--- config.mk ---
export PLATFORM = sky130hd
export DESIGN_NAME = pong_game_sequencer
export DESIGN_NICKNAME = d
export VERILOG_FILES = /design/src/rtl/pong_game_sequencer.sv
export SDC_FILE = /design/constraint.sdc
export NUM_CORES = 1
export LEC_CHECK = 0
export CELL_PAD_IN_SITES_DETAIL_PLACEMENT = 0
export CELL_PAD_IN_SITES_GLOBAL_PLACEMENT = 1
export CORE_MARGIN = 3
export CORE_UTILIZATION = 43
export DETAILED_ROUTE_END_ITERATION = 10
export PLACE_DENSITY_LB_ADDON = 0.15
export SYNTH_ARGS = -nofsm -noshare
export SYNTH_HDL_FRONTEND = slang
export SYNTH_SLANG_ARGS = --single-unit
--- constraint.sdc ---
create_clock -name clock -period 2.9 [get_ports clock]
set_input_delay 0.29 -clock clock [delete_from_list [all_inputs] [get_ports clock]]
set_output_delay 0.29 -clock clock [all_outputs]
set_load 0.03 [all_outputs]
--- src/rtl/pong_game_sequencer.sv ---
// Pong match controller: per-frame paddle/ball/check sequencing, match FSM and scores.
// Optional PONG_OVERRUN_CNT_EN adds io_overrun, a saturating count of dropped frame ticks.
module pong_game_sequencer #(
  parameter int SCORE_W      = 4,
  parameter int WIN_SCORE    = 7,
  parameter int SERVE_FRAMES = 60,
  parameter int POINT_FRAMES = 90
) (
  input  logic               clock,
  input  logic               reset,
  input  logic               io_frame_tick,
  input  logic               io_start,
  input  logic               io_check_done,
  input  logic               io_miss_left,
  input  logic               io_miss_right,
  output logic               io_paddle_upd,
  output logic               io_ball_upd,
  output logic               io_check_req,
  output logic               io_ball_reset,
  output logic               io_serve_dir,
  output logic [SCORE_W-1:0] io_score_left,
  output logic [SCORE_W-1:0] io_score_right,
  output logic [2:0]         io_state,
  output logic               io_winner_left
`ifdef PONG_OVERRUN_CNT_EN
  ,output logic [7:0]        io_overrun
`endif
);

  localparam int CNT_MAX = (SERVE_FRAMES > POINT_FRAMES) ? SERVE_FRAMES : POINT_FRAMES;
  localparam int CNT_W   = $clog2(CNT_MAX + 1);
  localparam logic [CNT_W-1:0]   SERVE_LAST = CNT_W'(SERVE_FRAMES - 1);
  localparam logic [CNT_W-1:0]   POINT_LAST = CNT_W'(POINT_FRAMES - 1);
  localparam logic [SCORE_W-1:0] WIN        = SCORE_W'(WIN_SCORE);

  typedef enum logic [2:0] {
    ST_IDLE  = 3'd0,
    ST_SERVE = 3'd1,
    ST_PLAY  = 3'd2,
    ST_POINT = 3'd3,
    ST_OVER  = 3'd4
  } match_e;

  typedef enum logic [1:0] {
    SQ_WAIT  = 2'd0,
    SQ_PAD   = 2'd1,
    SQ_BALL  = 2'd2,
    SQ_CHECK = 2'd3
  } seq_e;

  match_e             state_q, state_d;
  seq_e               seq_q, seq_d;
  logic               seq_play_q, seq_play_d;
  logic [CNT_W-1:0]   frame_cnt_q, frame_cnt_d;
  logic [SCORE_W-1:0] score_left_q, score_left_d;
  logic [SCORE_W-1:0] score_right_q, score_right_d;
  logic               serve_dir_q, serve_dir_d;
  logic               winner_left_q, winner_left_d;
  logic               ball_reset_q, ball_reset_d;
  logic               paddle_upd_q, paddle_upd_d;
  logic               ball_upd_q, ball_upd_d;
  logic               check_req_q, check_req_d;

  logic tick_accept;
  logic check_fire;

  assign tick_accept = io_frame_tick && (seq_q == SQ_WAIT);
  assign check_fire  = io_check_done && (seq_q == SQ_CHECK);

  always_comb begin
    seq_d         = seq_q;
    seq_play_d    = seq_play_q;
    paddle_upd_d  = 1'b0;
    ball_upd_d    = 1'b0;
    check_req_d   = check_req_q;
    state_d       = state_q;
    frame_cnt_d   = frame_cnt_q;
    score_left_d  = score_left_q;
    score_right_d = score_right_q;
    serve_dir_d   = serve_dir_q;
    winner_left_d = winner_left_q;

    // The ball step is decided by the match state when the tick was accepted.
    case (seq_q)
      SQ_WAIT: begin
        if (tick_accept && (state_q == ST_SERVE || state_q == ST_PLAY || state_q == ST_POINT)) begin
          seq_d        = SQ_PAD;
          paddle_upd_d = 1'b1;
          seq_play_d   = (state_q == ST_PLAY);
        end else begin
          seq_d = SQ_WAIT;
        end
      end
      SQ_PAD: begin
        if (seq_play_q) begin
          seq_d      = SQ_BALL;
          ball_upd_d = 1'b1;
        end else begin
          seq_d = SQ_WAIT;
        end
      end
      SQ_BALL: begin
        seq_d       = SQ_CHECK;
        check_req_d = 1'b1;
      end
      SQ_CHECK: begin
        if (io_check_done) begin
          seq_d       = SQ_WAIT;
          check_req_d = 1'b0;
        end else begin
          seq_d = SQ_CHECK;
        end
      end
      default: begin
        seq_d       = SQ_WAIT;
        check_req_d = 1'b0;
      end
    endcase

    case (state_q)
      ST_IDLE: begin
        if (io_start) begin
          state_d       = ST_SERVE;
          score_left_d  = '0;
          score_right_d = '0;
          frame_cnt_d   = '0;
        end else begin
          state_d = ST_IDLE;
        end
      end
      ST_SERVE: begin
        if (tick_accept && frame_cnt_q == SERVE_LAST) begin
          state_d     = ST_PLAY;
          frame_cnt_d = '0;
        end else if (tick_accept) begin
          frame_cnt_d = frame_cnt_q + CNT_W'(1);
        end else begin
          frame_cnt_d = frame_cnt_q;
        end
      end
      ST_PLAY: begin
        frame_cnt_d = '0;
        if (check_fire && io_miss_left && io_miss_right) begin
          state_d = ST_SERVE;
        end else if (check_fire && io_miss_left) begin
          state_d       = ST_POINT;
          score_right_d = score_right_q + SCORE_W'(1);
          serve_dir_d   = 1'b0;
        end else if (check_fire && io_miss_right) begin
          state_d      = ST_POINT;
          score_left_d = score_left_q + SCORE_W'(1);
          serve_dir_d  = 1'b1;
        end else begin
          state_d = ST_PLAY;
        end
      end
      ST_POINT: begin
        if (tick_accept && frame_cnt_q == POINT_LAST) begin
          frame_cnt_d = '0;
          if (score_left_q == WIN || score_right_q == WIN) begin
            state_d       = ST_OVER;
            winner_left_d = (score_left_q == WIN);
          end else begin
            state_d = ST_SERVE;
          end
        end else if (tick_accept) begin
          frame_cnt_d = frame_cnt_q + CNT_W'(1);
        end else begin
          frame_cnt_d = frame_cnt_q;
        end
      end
      ST_OVER: begin
        if (io_start) begin
          state_d       = ST_SERVE;
          score_left_d  = '0;
          score_right_d = '0;
          serve_dir_d   = 1'b1;
          frame_cnt_d   = '0;
        end else begin
          state_d = ST_OVER;
        end
      end
      default: begin
        state_d     = ST_IDLE;
        frame_cnt_d = '0;
      end
    endcase

    ball_reset_d = !(state_d == ST_PLAY || state_d == ST_POINT);
  end

`ifdef PONG_OVERRUN_CNT_EN
  logic [7:0] overrun_q, overrun_d;
  logic       tick_drop;

  assign tick_drop = io_frame_tick && (seq_q != SQ_WAIT);

  always_comb begin
    overrun_d = overrun_q;
    if ((state_q == ST_IDLE || state_q == ST_OVER) && state_d == ST_SERVE) begin
      overrun_d = 8'd0;
    end else if (tick_drop && overrun_q != 8'hFF) begin
      overrun_d = overrun_q + 8'd1;
    end else begin
      overrun_d = overrun_q;
    end
  end

  always_ff @(posedge clock) begin
    if (reset) begin
      overrun_q <= 8'd0;
    end else begin
      overrun_q <= overrun_d;
    end
  end

  assign io_overrun = overrun_q;
`endif

  always_ff @(posedge clock) begin
    if (reset) begin
      state_q       <= ST_IDLE;
      seq_q         <= SQ_WAIT;
      seq_play_q    <= 1'b0;
      frame_cnt_q   <= '0;
      score_left_q  <= '0;
      score_right_q <= '0;
      serve_dir_q   <= 1'b1;
      winner_left_q <= 1'b0;
      ball_reset_q  <= 1'b1;
      paddle_upd_q  <= 1'b0;
      ball_upd_q    <= 1'b0;
      check_req_q   <= 1'b0;
    end else begin
      state_q       <= state_d;
      seq_q         <= seq_d;
      seq_play_q    <= seq_play_d;
      frame_cnt_q   <= frame_cnt_d;
      score_left_q  <= score_left_d;
      score_right_q <= score_right_d;
      serve_dir_q   <= serve_dir_d;
      winner_left_q <= winner_left_d;
      ball_reset_q  <= ball_reset_d;
      paddle_upd_q  <= paddle_upd_d;
      ball_upd_q    <= ball_upd_d;
      check_req_q   <= check_req_d;
    end
  end

  assign io_paddle_upd  = paddle_upd_q;
  assign io_ball_upd    = ball_upd_q;
  assign io_check_req   = check_req_q;
  assign io_ball_reset  = ball_reset_q;
  assign io_serve_dir   = serve_dir_q;
  assign io_score_left  = score_left_q;
  assign io_score_right = score_right_q;
  assign io_state       = state_q;
  assign io_winner_left = winner_left_q;

endmodule
; Word-level counts from Yosys, hierarchy flattened
; Cells that the tools add are included.
[word_totals]
register_bits = 27
in_bits = 7
wordCells = 100
output_inout_bits = 17
[classes]
mux = 35
n_reduce_logical = 27
n_addsub = 3
n_eq_ne = 21
bitwise_logic = 2
[ops]
columns = cell, count
row1 = $mux 7, 4
row2 = $mux 4, 6
row3 = $pmux 7 s3, 1
row4 = $pmux 4 s2, 2
row5 = $pmux 3 s5, 1
row6 = $eq 3x2->1 const B, 4
row7 = $mux 3, 4
row8 = $mux 1, 11
row9 = $add 4x1->4 const B, 2
row10 = $eq 4x3->1 const B, 2
row11 = $logic_and 1x1->1, 8
row12 = $ne 2x2->1 const B, 4
row13 = $pmux 2 s4, 1
row14 = $reduce_and 4->1, 2
row15 = $add 7x1->7 const B, 1
row16 = $eq 7x6->1 const B, 1
row17 = $eq 7x7->1 const B, 1
row18 = $mux 2, 3
row19 = $ne 2x1->1 const B, 3
row20 = $reduce_bool 2->1, 3
row21 = $reduce_or 2->1, 3
row22 = $reduce_and 5->1, 1
row23 = $eq 2x2->1 const B, 2
row24 = $logic_or 1x1->1, 4
row25 = other kinds (11), 14

; Depth between registers and ports, before layout
; Gate-level depths: netlist of run 1.
[logic_depth]
depth_word = 10
mapped_depth = 6
depth_no_buf = 6

; Worst setup path before layout of run 1
; OpenSTA, ideal clock, no wires.
[synth_timing]
path_kind = flip-flop to flip-flop
startpoint = register state_q[1], in the netlist io_state[1]
endpoint = register score_right_q[3], in the netlist io_score_right[3]
t_arrival_ps = 1600
setup_slack_ps = 1230
required_time_ps = 2830
setup_ps = 70
period_less_slack_ps = 1670
path_buffers = 1
stages_incl_launch_ff = 6
cell_sequence = dfxtp_1 buf_4 nor4b_2 o22ai_2 or3_1 a21oi_1
[synth_via]
elab_chain_len = 4
word_cells_on_any_way = 10
classes_between = eq/ne (5) / mux (1) / reduce/logical (4)
[synth_rtl]
columns = item, line_no
row1 = from (decl), 51  ; match_e state_q, state_d;
row2 = from (signal assigned), 235  ; state_q <= state_d;
row3 = $eq 3x3->1 or $logic_not 3->1 (tied branches), 120  ; case (state_q)
row4 = $reduce_or 2->1 (no source line), --
row5 = $ne 2x1->1 (no source line) or $reduce_bool 2->1 (tied branches), --
row6 = $reduce_and 4->1 (no source line), --
row7 = to (signal assigned), 240  ; score_right_q <= score_right_d;
row8 = to (decl), 56  ; logic [SCORE_W-1:0] score_right_q, score_right_d;
; Several ways; a longest one is shown, not always the timed one.
; A chain may end at the register's enable or synchronous reset.

; Final worst setup path of run 1
[layout_timing]
startpoint = register state_q[1], in the netlist io_state[1]
endpoint = output port io_state[1]
[layout_lines]
columns = item, line_no
row1 = to (decl), 23  ; output logic [2:0] io_state,
; No word-level cell between the ends.

==> impl_metrics.ini, run 1 <==
[routing]
drt_pass_1_iters = 4
totalWireLength_um = 3040
drc_errors = 0
vias = 1212
detailedRoute.firstIterationViolations = 47
avgViaCountPerCell = 5.46
antenna_violating_nets_post_route = 0
routed_wire_length_per_instance_um = 13.7

[critical_path]
critPathKind = register to output pin
setup.reg_to_reg.worst_slack_ns = 0.98
timing.critical_path.slowest_stage_cell = clkdlybuf4s50_1
required_ns = 2.61
signal_arrival_time_at_the_worst_endpoint_ns = 1.79
crit_path_start_kind = register
critPathCaptureType = output pin
crit_family = buffers and inverters
cp_bufs_invs = 1
crit_fanout = 14
critical_path.max_stage_delay_ns = 0.78
critical_path.cell_chain = clkdlybuf4s50_1

[logic_synthesis]
syn-cell-area_mm2 = 0.00146
synth_enable_flop_cells = 0
yosys.cell_count.top_type = dfxtp_1
asyncSetResetFlopFracSynth_pct = 0
synth_warnings = 0
synthCells = 158
synth_area_leaders = dfxtp_1 (37%), a21oi_1 (4.1%), xnor2_1 (3.6%)
ys_top_cells_by_count = dfxtp_1 (27), a21oi_1 (12), nand2_1 (12)
synth.yosys.seq_area_share_pct = 37.1
synth_cell_type_count = 46
synthesis.area_per_instance_um2 = 9.22
synth-seq-cells = 27
yosys.area.top_type = dfxtp_1
synth_top_area_share_pct = 37.1
postSynthNetCount = 169
synthFlopType = dfxtp_1

[clock_tree]
tritoncts = done
cts_max_path_buffers = 2
cts-hold-fix-buffers = 0
cts_resized = 0
clock_tree.htree_level_count = 1
cts_inserted_buffers = 3
root_buffer = clkbuf_4
postCtsSetupBuffers = 0
clkTransAtPathRegs_ns = 0.14
number_of_clock_sinks_seen_by_cts = 27
clk-insertion-delay-late_ns = 0.33

[floorplan]
die_area_mm2 = 0.00412
core_area_mm2 = 0.00315
initial_core_util_pct = 46.2
die_width_um = 64.2
die_h_um = 64.2
boundaryPins = 24
num_rows = 20

[cells_and_area]
drive_gt1_share_pct = 10.7
area_delta_synth_final_pct = 18.9
final_design_area_no_fill_mm2 = 0.00173
finalNetCount = 190
n_antenna_cell = 0

[sta]
fin_setup_tns_ns = 0
tightestPinTransition_ns = 0.566
post-route-worst-setup-slack_ns = 0.818
slew_limit_headroom_pct = 62.2
slew_violations = 0
period_utilization_pct = 71.8
timing.hold.ws_ns = 0.488
finalClockSkew_ns = 0.00254
hold_viol_final = 0
period_minus_slack_ns = 2.08
setup-violations-final = 0
rsz0062_at_grt = false
fmaxAchievable_mhz = 480

[power_and_ir_drop]
peakVddDrop_mv = 0.186
power_density_mw_per_mm2 = 367
power.total_mw = 0.636
p_leak_nw = 0.560

[global_routing]
number_of_antenna_violations_at_the_first_check_in_global_routing = 0
global_route_wire_length_before_repair_um = 5220
grt_start_max_net_pins = 18
overflow = 0
via_count_of_the_first_global_routing_pass = 1075
global_route.usage.total_pct = 15.9

[placed_design]
gpl.final_weighted_congestion = 0.765
placement.setup.worst_slack_ns = 0.881
dpl.hpwl_um = 2260
count_of_input_and_output_buffers = 23
placedInstanceArea_mm2 = 0.00171

[worst_hold_path]
type_of_the_worst_min_delay_path = register to register

[flow_run]
max-cap-violations = 0

[run_status]
outcome = finished clean
-- placed cells by master (no fill, tap or decap), types with 3 or more instances in the layout --
cell             instances
dfxtp_1                 27
clkdlybuf4s50_1         23
nand2_1                 12
a21oi_1                 12
nor2_1                  11
o21ai_0                  7
xnor2_1                  6
inv_1                    5
nand3_1                  5
nor2b_1                  4
and4_1                   4
nand3b_1                 4
or3_1                    4
ha_1                     4
nor3b_2                  3
nand4_1                  3
or3b_1                   3
nor3_2                   3
nor3_1                   3
clkbuf_4                 3
-- layer usage --
layer  vias to the layer above  wire length, um  global-route usage [%]
met5                         -                0                       0
met4                         0               33                    6.33
met3                         4              135                    2.11
met2                        27             1340                    24.0
met1                       558             1540                    22.7
li1                        623                -                       -
-- final timing paths --
path | from | endpoint | depth (start not counted)
worst min-delay path | io_winner_left$_SDFFE_PP0P_ | io_winner_left$_SDFFE_PP0P_ | 1
worst max register to register | frame_cnt_q[0]$_SDFFE_PP0P_ | frame_cnt_q[3]$_SDFFE_PP0P_ | 5
worst min register to register | io_winner_left$_SDFFE_PP0P_ | io_winner_left$_SDFFE_PP0P_ | 1
worst max-delay path | io_state[1]$_SDFF_PP0_ | io_state[1] | 1
-- state kept, by name (all words and copies together), names as in the netlist --
register        cells
io_ball_upd         1
seq_q               2
io_check_req        1
io_score_right      4
io_paddle_upd       1
io_state            3
io_score_left       4
frame_cnt_q         7
io_serve_dir        1
io_winner_left      1
io_ball_reset       1
seq_play_q          1
-- cell type report --
class / instances / area (um^2)
timing repair buffer: 24 / 238
multi-input combinational: 118 / 853
sequential: 27 / 541
fill: 315 / 1420
tap: 44 / 55.1
inverter: 5 / 18.8
clock buffer: 4 / 26.3
-- logic make-up (layout without fill, tap and decap cells) --
| logic type | count (synthesis) | count (layout) | share of synthesized area, % |
|---|---|---|---|
| and+or+nand+nor | 72 | 72 | 34.5 |
| AOI/OAI and AO/OA | 33 | 33 | 15.0 |
| DFF | 27 | 27 | 37.1 |
| buffers and inverters | 13 | 33 | 4.30 |
| xor gates and xnor gates | 7 | 7 | 4.21 |
| adders and majority gates | 4 | 4 | 3.44 |
| muxes | 2 | 2 | 1.37 |
-- per-stage QoR --
step | utilization [%] | instances
finish | 54.9 | 222
global route | 54.9 | 222
CTS | 54.9 | 222
detailed placement | 54.1 | 218
global placement | 54.1 | 218
floorplan | - | 158
-- power breakdown --
group | switching [mW] | total, mW | leakage, nW | internal (mW)
logic | 0.0508 | 0.0841 | 0.327 | 0.0332
clock network | 0.110 | 0.164 | 0.0150 | 0.0540
registers | 0.0109 | 0.388 | 0.218 | 0.377
Note: power is estimated with default switching activity, not from simulation.
==> run 2: changes to the inputs <==
--- a/config.mk
+++ b/config.mk
@@ -8,7 +8,7 @@
 export CELL_PAD_IN_SITES_DETAIL_PLACEMENT = 0
 export CELL_PAD_IN_SITES_GLOBAL_PLACEMENT = 1
 export CORE_MARGIN = 3
-export CORE_UTILIZATION = 43
+export CORE_UTILIZATION = 36
 export DETAILED_ROUTE_END_ITERATION = 10
 export PLACE_DENSITY_LB_ADDON = 0.15
 export SYNTH_ARGS = -nofsm -noshare
==> constraint.sdc (replaced) <==
create_clock -name clock -period 1.9 [get_ports clock]
set_input_delay 0.19 -clock clock [delete_from_list [all_inputs] [get_ports clock]]
set_output_delay 0.19 -clock clock [all_outputs]
set_load 0.03 [all_outputs]
==> run 2 against run 1 <==
Compared with the run above:
- register-to-register slack got worse by 0.80 ns
- sequential cell count is the same
- non-clock buffer count rose by 8
- combinational power is 72% higher
- final area is 5.7% higher
- clock skew grew 0.0044 ns
- count of clock-buffer cells in the layout unchanged
- clock power is 100% higher
- sequential share of layout area is 1.5 points lower
- critical path type unchanged
- critical endpoint is now io_state[2]
==> impl_metrics.ini, run 2 (same netlist as run 1, synthesis figures left out) <==
[floorplan]
initial_core_util_pct = 38.6
die_area_mm2 = 0.00484
num_rows = 22
die_width_um = 69.6
boundaryPins = 24
core_area_mm2 = 0.00377
die_h_um = 69.6

[cells_and_area]
n_antenna_cell = 0
final_design_area_no_fill_mm2 = 0.00183
top_register = frame_cnt_q
mostFrequentLayoutCells = dfxtp_1 (25), clkdlybuf4s50_1 (23), nand2_1 (12), a21oi_1 (12), nor2_1 (11)
finalNetCount = 198
drive_gt1_share_pct = 16.7
most_common_cell_after_layout_fill_and_taps_aside = dfxtp_1
num-fill-cells = 363
area_delta_synth_final_pct = 25.7
largest_register_ff_count = 7

[worst_hold_path]
type_of_the_worst_min_delay_path = register to register

[sta]
timing.hold.ws_ns = 0.490
tightestPinTransition_ns = 0.436
fmaxAchievable_mhz = 566
slew_limit_headroom_pct = 70.9
hold_viol_final = 0
fin_setup_tns_ns = 0
period_minus_slack_ns = 1.77
slew_violations = 0
period_utilization_pct = 93.0
setup-violations-final = 0
post-route-worst-setup-slack_ns = 0.133
finalClockSkew_ns = 0.00699
rsz0062_at_grt = false

[power_and_ir_drop]
power_density_mw_per_mm2 = 582
peakVddDrop_mv = 0.220
p_leak_nw = 0.610
power.total_mw = 1.07

[clock_tree]
cts_inserted_buffers = 3
clk-insertion-delay-late_ns = 0.27
postCtsSetupBuffers = 0
number_of_clock_sinks_seen_by_cts = 27
cts-hold-fix-buffers = 0
tritoncts = done
cts_max_path_buffers = 2
clock_tree.htree_level_count = 1
root_buffer = clkbuf_8
clkTransAtPathRegs_ns = 0.09

[routing]
routed_wire_length_per_instance_um = 13.9
drc_errors = 0
antenna_violating_nets_post_route = 0
drt_pass_1_iters = 4
detailedRoute.firstIterationViolations = 57
vias = 1274
totalWireLength_um = 3250
avgViaCountPerCell = 5.44

[global_routing]
global_route.usage.total_pct = 14.3
grt_start_max_net_pins = 19
number_of_antenna_violations_at_the_first_check_in_global_routing = 0
via_count_of_the_first_global_routing_pass = 1215
global_route_wire_length_before_repair_um = 5770
overflow = 0

[critical_path]
required_ns = 1.71
critPathCaptureType = output pin
cp_bufs_invs = 1
signal_arrival_time_at_the_worst_endpoint_ns = 1.58
crit_fanout = 10
crit_family = buffers and inverters
timing.critical_path.slowest_stage_cell = clkdlybuf4s50_1
critPathKind = register to output pin
critical_path.max_stage_delay_ns = 0.75
critical_path.cell_chain = clkdlybuf4s50_1
crit_path_start_kind = register

[placed_design]
count_of_input_and_output_buffers = 23
gpl.final_weighted_congestion = 0.825
placement.setup.worst_slack_ns = 0.00206
dpl.hpwl_um = 2470
placedInstanceArea_mm2 = 0.00177

[run_status]
outcome = finished clean

[flow_run]
max-cap-violations = 0
run 2: cell types whose count changed in the layout (fill, tap and decap cells not counted):
cell and change:
nor4bb_2 +1, o2111ai_2 +1, dfxtp_2 +2, o2111ai_1 -1, buf_4 +8, clkbuf_8 +3, nor4bb_1 -1, dfxtp_1 -2
clkbuf_4 -3
run 2: metrics by stage:
step,cells,util [%]
after floorplan,158,-
after global routing,234,48.5
after global placement,230,46.9
after CTS,234,48.1
after detailed placement,230,46.9
final,234,48.5
run 2: final timing paths:
check	from	end	slack (ns)	cells after the start
setup / recovery	io_state[2]$_SDFF_PP0_	io_state[2]	0.13	1
hold reg to reg	io_winner_left$_SDFFE_PP0P_	io_winner_left$_SDFFE_PP0P_	0.49	1
hold / removal	io_winner_left$_SDFFE_PP0P_	io_winner_left$_SDFFE_PP0P_	0.49	1
setup reg to reg	frame_cnt_q[0]$_SDFFE_PP0P_	frame_cnt_q[3]$_SDFFE_PP0P_	0.18	6
run 2: what timing repair did:
action | 4_1_cts | 5_1_grt
hold endpoints to repair | 0 | 0
setup endpoints to repair | 0 | 7
resized for setup | 0 | 4
run 2: final cells by class:
cell class / instances / area [um^2] / area share [%]
multi-input cells: 118 / 866 / 47.3
flip-flops and latches: 27 / 543 / 29.7
repair buffers: 32 / 298 / 16.3
well taps: 48 / 60.1 / 3.28
clock buffers: 4 / 45.0 / 2.46
inverters: 5 / 18.8 / 1.03
run 2: power by group:
group | switching [mW] | internal, mW
Combinational | 0.0807 | 0.0642
Sequential | 0.0167 | 0.575
Clock | 0.178 | 0.150
Total | 0.275 | 0.790
run 2: layer usage:
metal | vias to the layer above | GRT usage (%) | wire (um)
li1 | 631 | - | -
met1 | 616 | 20.2 | 1630
met2 | 25 | 22.0 | 1480
met3 | 2 | 2.46 | 127
met4 | 0 | 4.34 | 19
met5 | - | 0 | 0
==> run 3: changes to the inputs <==
--- a/config.mk
+++ b/config.mk
@@ -11,6 +11,7 @@
 export CORE_UTILIZATION = 36
 export DETAILED_ROUTE_END_ITERATION = 10
 export PLACE_DENSITY_LB_ADDON = 0.15
+export REMOVE_ABC_BUFFERS = 1
 export SYNTH_ARGS = -nofsm -noshare
 export SYNTH_HDL_FRONTEND = slang
 export SYNTH_SLANG_ARGS = --single-unit
==> run 3 against run 2 <==
Compared with the run above:
- non-clock buffer count increased by 2
- fmax is essentially flat
- critical path depth unchanged
- die area unchanged
- sequential cell count is the same
- power barely moved
- sequential share of layout area fell by 0.11 points
- critical path type unchanged
- critical endpoint unchanged
==> impl_metrics.ini, run 3 (same netlist as run 1, synthesis figures left out) <==
[run_status]
outcome = finished clean

[global_routing]
overflow = 0
via_count_of_the_first_global_routing_pass = 1220
global_route_wire_length_before_repair_um = 5650
global_route.usage.total_pct = 14.1
grt_start_max_net_pins = 16
number_of_antenna_violations_at_the_first_check_in_global_routing = 0

[floorplan]
die_h_um = 69.6
num_rows = 22
boundaryPins = 24
die_area_mm2 = 0.00484
die_width_um = 69.6
initial_core_util_pct = 38.6
core_area_mm2 = 0.00377

[critical_path]
critical_path.max_stage_delay_ns = 0.75
cp_bufs_invs = 1
timing.critical_path.slowest_stage_cell = clkdlybuf4s50_1
r2r-start = frame_cnt_q[1]$_SDFFE_PP0P_
required_ns = 1.71
signal_arrival_time_at_the_worst_endpoint_ns = 1.58
rr_worst_depth = 7
critical_path.cell_chain = clkdlybuf4s50_1
crit_path_start_kind = register
crit_fanout = 10
critPathCaptureType = output pin
critPathKind = register to output pin
regToRegEndpoint = frame_cnt_q[1]$_SDFFE_PP0P_
setup.reg_to_reg.worst_slack_ns = 0.18
crit_family = buffers and inverters
crit_cells = 1

[routing]
vias = 1251
routed_wire_length_per_instance_um = 13.8
antenna_violating_nets_post_route = 0
drc_errors = 0
drt_pass_1_iters = 4
detailedRoute.firstIterationViolations = 94
avgViaCountPerCell = 5.30
totalWireLength_um = 3250

[sta]
setup-violations-final = 0
fmaxAchievable_mhz = 566
hold_viol_final = 0
post-route-worst-setup-slack_ns = 0.134
slew_limit_headroom_pct = 71.4
rsz0062_at_grt = false
fin_setup_tns_ns = 0
timing.hold.ws_ns = 0.484
finalClockSkew_ns = 0.00201
slew_violations = 0
tightestPinTransition_ns = 0.429
period_utilization_pct = 93.0
period_minus_slack_ns = 1.77

[cells_and_area]
drive_gt1_share_pct = 16.5
largest_register_ff_count = 7
finalNetCount = 200
most_common_cell_after_layout_fill_and_taps_aside = dfxtp_1
top_register = frame_cnt_q
area_delta_synth_final_pct = 25.9
mostFrequentLayoutCells = dfxtp_1 (26), clkdlybuf4s50_1 (23), nand2_1 (12), a21oi_1 (12)
n_antenna_cell = 0
num-fill-cells = 348

[worst_hold_path]
type_of_the_worst_min_delay_path = register to register
timing.hold.worst_endpoint = io_winner_left$_SDFFE_PP0P_
timing.hold.worst_path_depth = 1
min_from = io_winner_left$_SDFFE_PP0P_

[placed_design]
gpl.final_weighted_congestion = 0.773
placement.setup.worst_slack_ns = 0.00317
dpl.hpwl_um = 2490
count_of_input_and_output_buffers = 23

[power_and_ir_drop]
p_leak_nw = 0.620
peakVddDrop_mv = 0.300
power_density_mw_per_mm2 = 581

[clock_tree]
root_buffer = clkbuf_8
clock_tree.htree_level_count = 1
cts-hold-fix-buffers = 0
number_of_clock_sinks_seen_by_cts = 27
tritoncts = done
clk-insertion-delay-late_ns = 0.27
clkTransAtPathRegs_ns = 0.09
cts_max_path_buffers = 2
cts_inserted_buffers = 3

[flow_run]
max-cap-violations = 0
run 3: changes by cell type in the layout (fill, tap and decap cells not counted), sizes merged:
cell,delta
buf,+2
clkbuf,-1
clkinv,+1
run 3: power by group:
group          internal, mW  switching [mW]
clock network         0.147           0.178
logic                0.0663          0.0822
registers             0.575          0.0166
total                 0.788           0.276
run 3: per-stage QoR:
step	instances	util (%)	area [um^2]	power, mW
after floorplan	150	-	1410	0.679
after detailed placement	232	47.3	1790	0.753
after global placement	232	47.3	1790	0.749
after CTS	236	48.6	1830	1.08
after global routing	236	48.6	1830	1.12
final	236	48.6	1830	1.06
run 3: what timing repair did:
item | in CTS | in global routing
endpoints found under the hold margin | 0 | 0
buffers inserted | 0 | 0
gates resized for setup | 0 | 1
endpoints found under the setup margin | 0 | 1
run 3: worst max path at each step:
stage	startpoint	to
detailed placement	io_frame_tick	frame_cnt_q[5]$_SDFFE_PP0P_
finish	io_state[2]$_SDFF_PP0_	io_state[2]
global route	frame_cnt_q[1]$_SDFFE_PP0P_	frame_cnt_q[1]$_SDFFE_PP0P_
floorplan	io_state[1]$_SDFF_PP0_	io_score_right[3]$_SDFFE_PP0P_
CTS	io_state[0]$_SDFF_PP0_	io_state[0]
global placement	io_frame_tick	frame_cnt_q[5]$_SDFFE_PP0P_
run 3: cell type report:
type,instances,area (um^2),area share [%]
clock buffers,3,41.3,2.25
clock inverters,1,5.00,0.273
inverters,5,18.8,1.02
multi-input cells,118,853,46.6
flip-flops and latches,27,542,29.6
well taps,48,60.1,3.28
repair buffers,34,313,17.1
run 3: routing by layer:
metal | GRT usage [%] | vias up | wire length (um)
met4 | 4.34 | 0 | 28
li1 | - | 637 | -
met2 | 21.6 | 19 | 1440
met5 | 0 | - | 0
met1 | 20.1 | 591 | 1690
met3 | 2.32 | 4 | 91
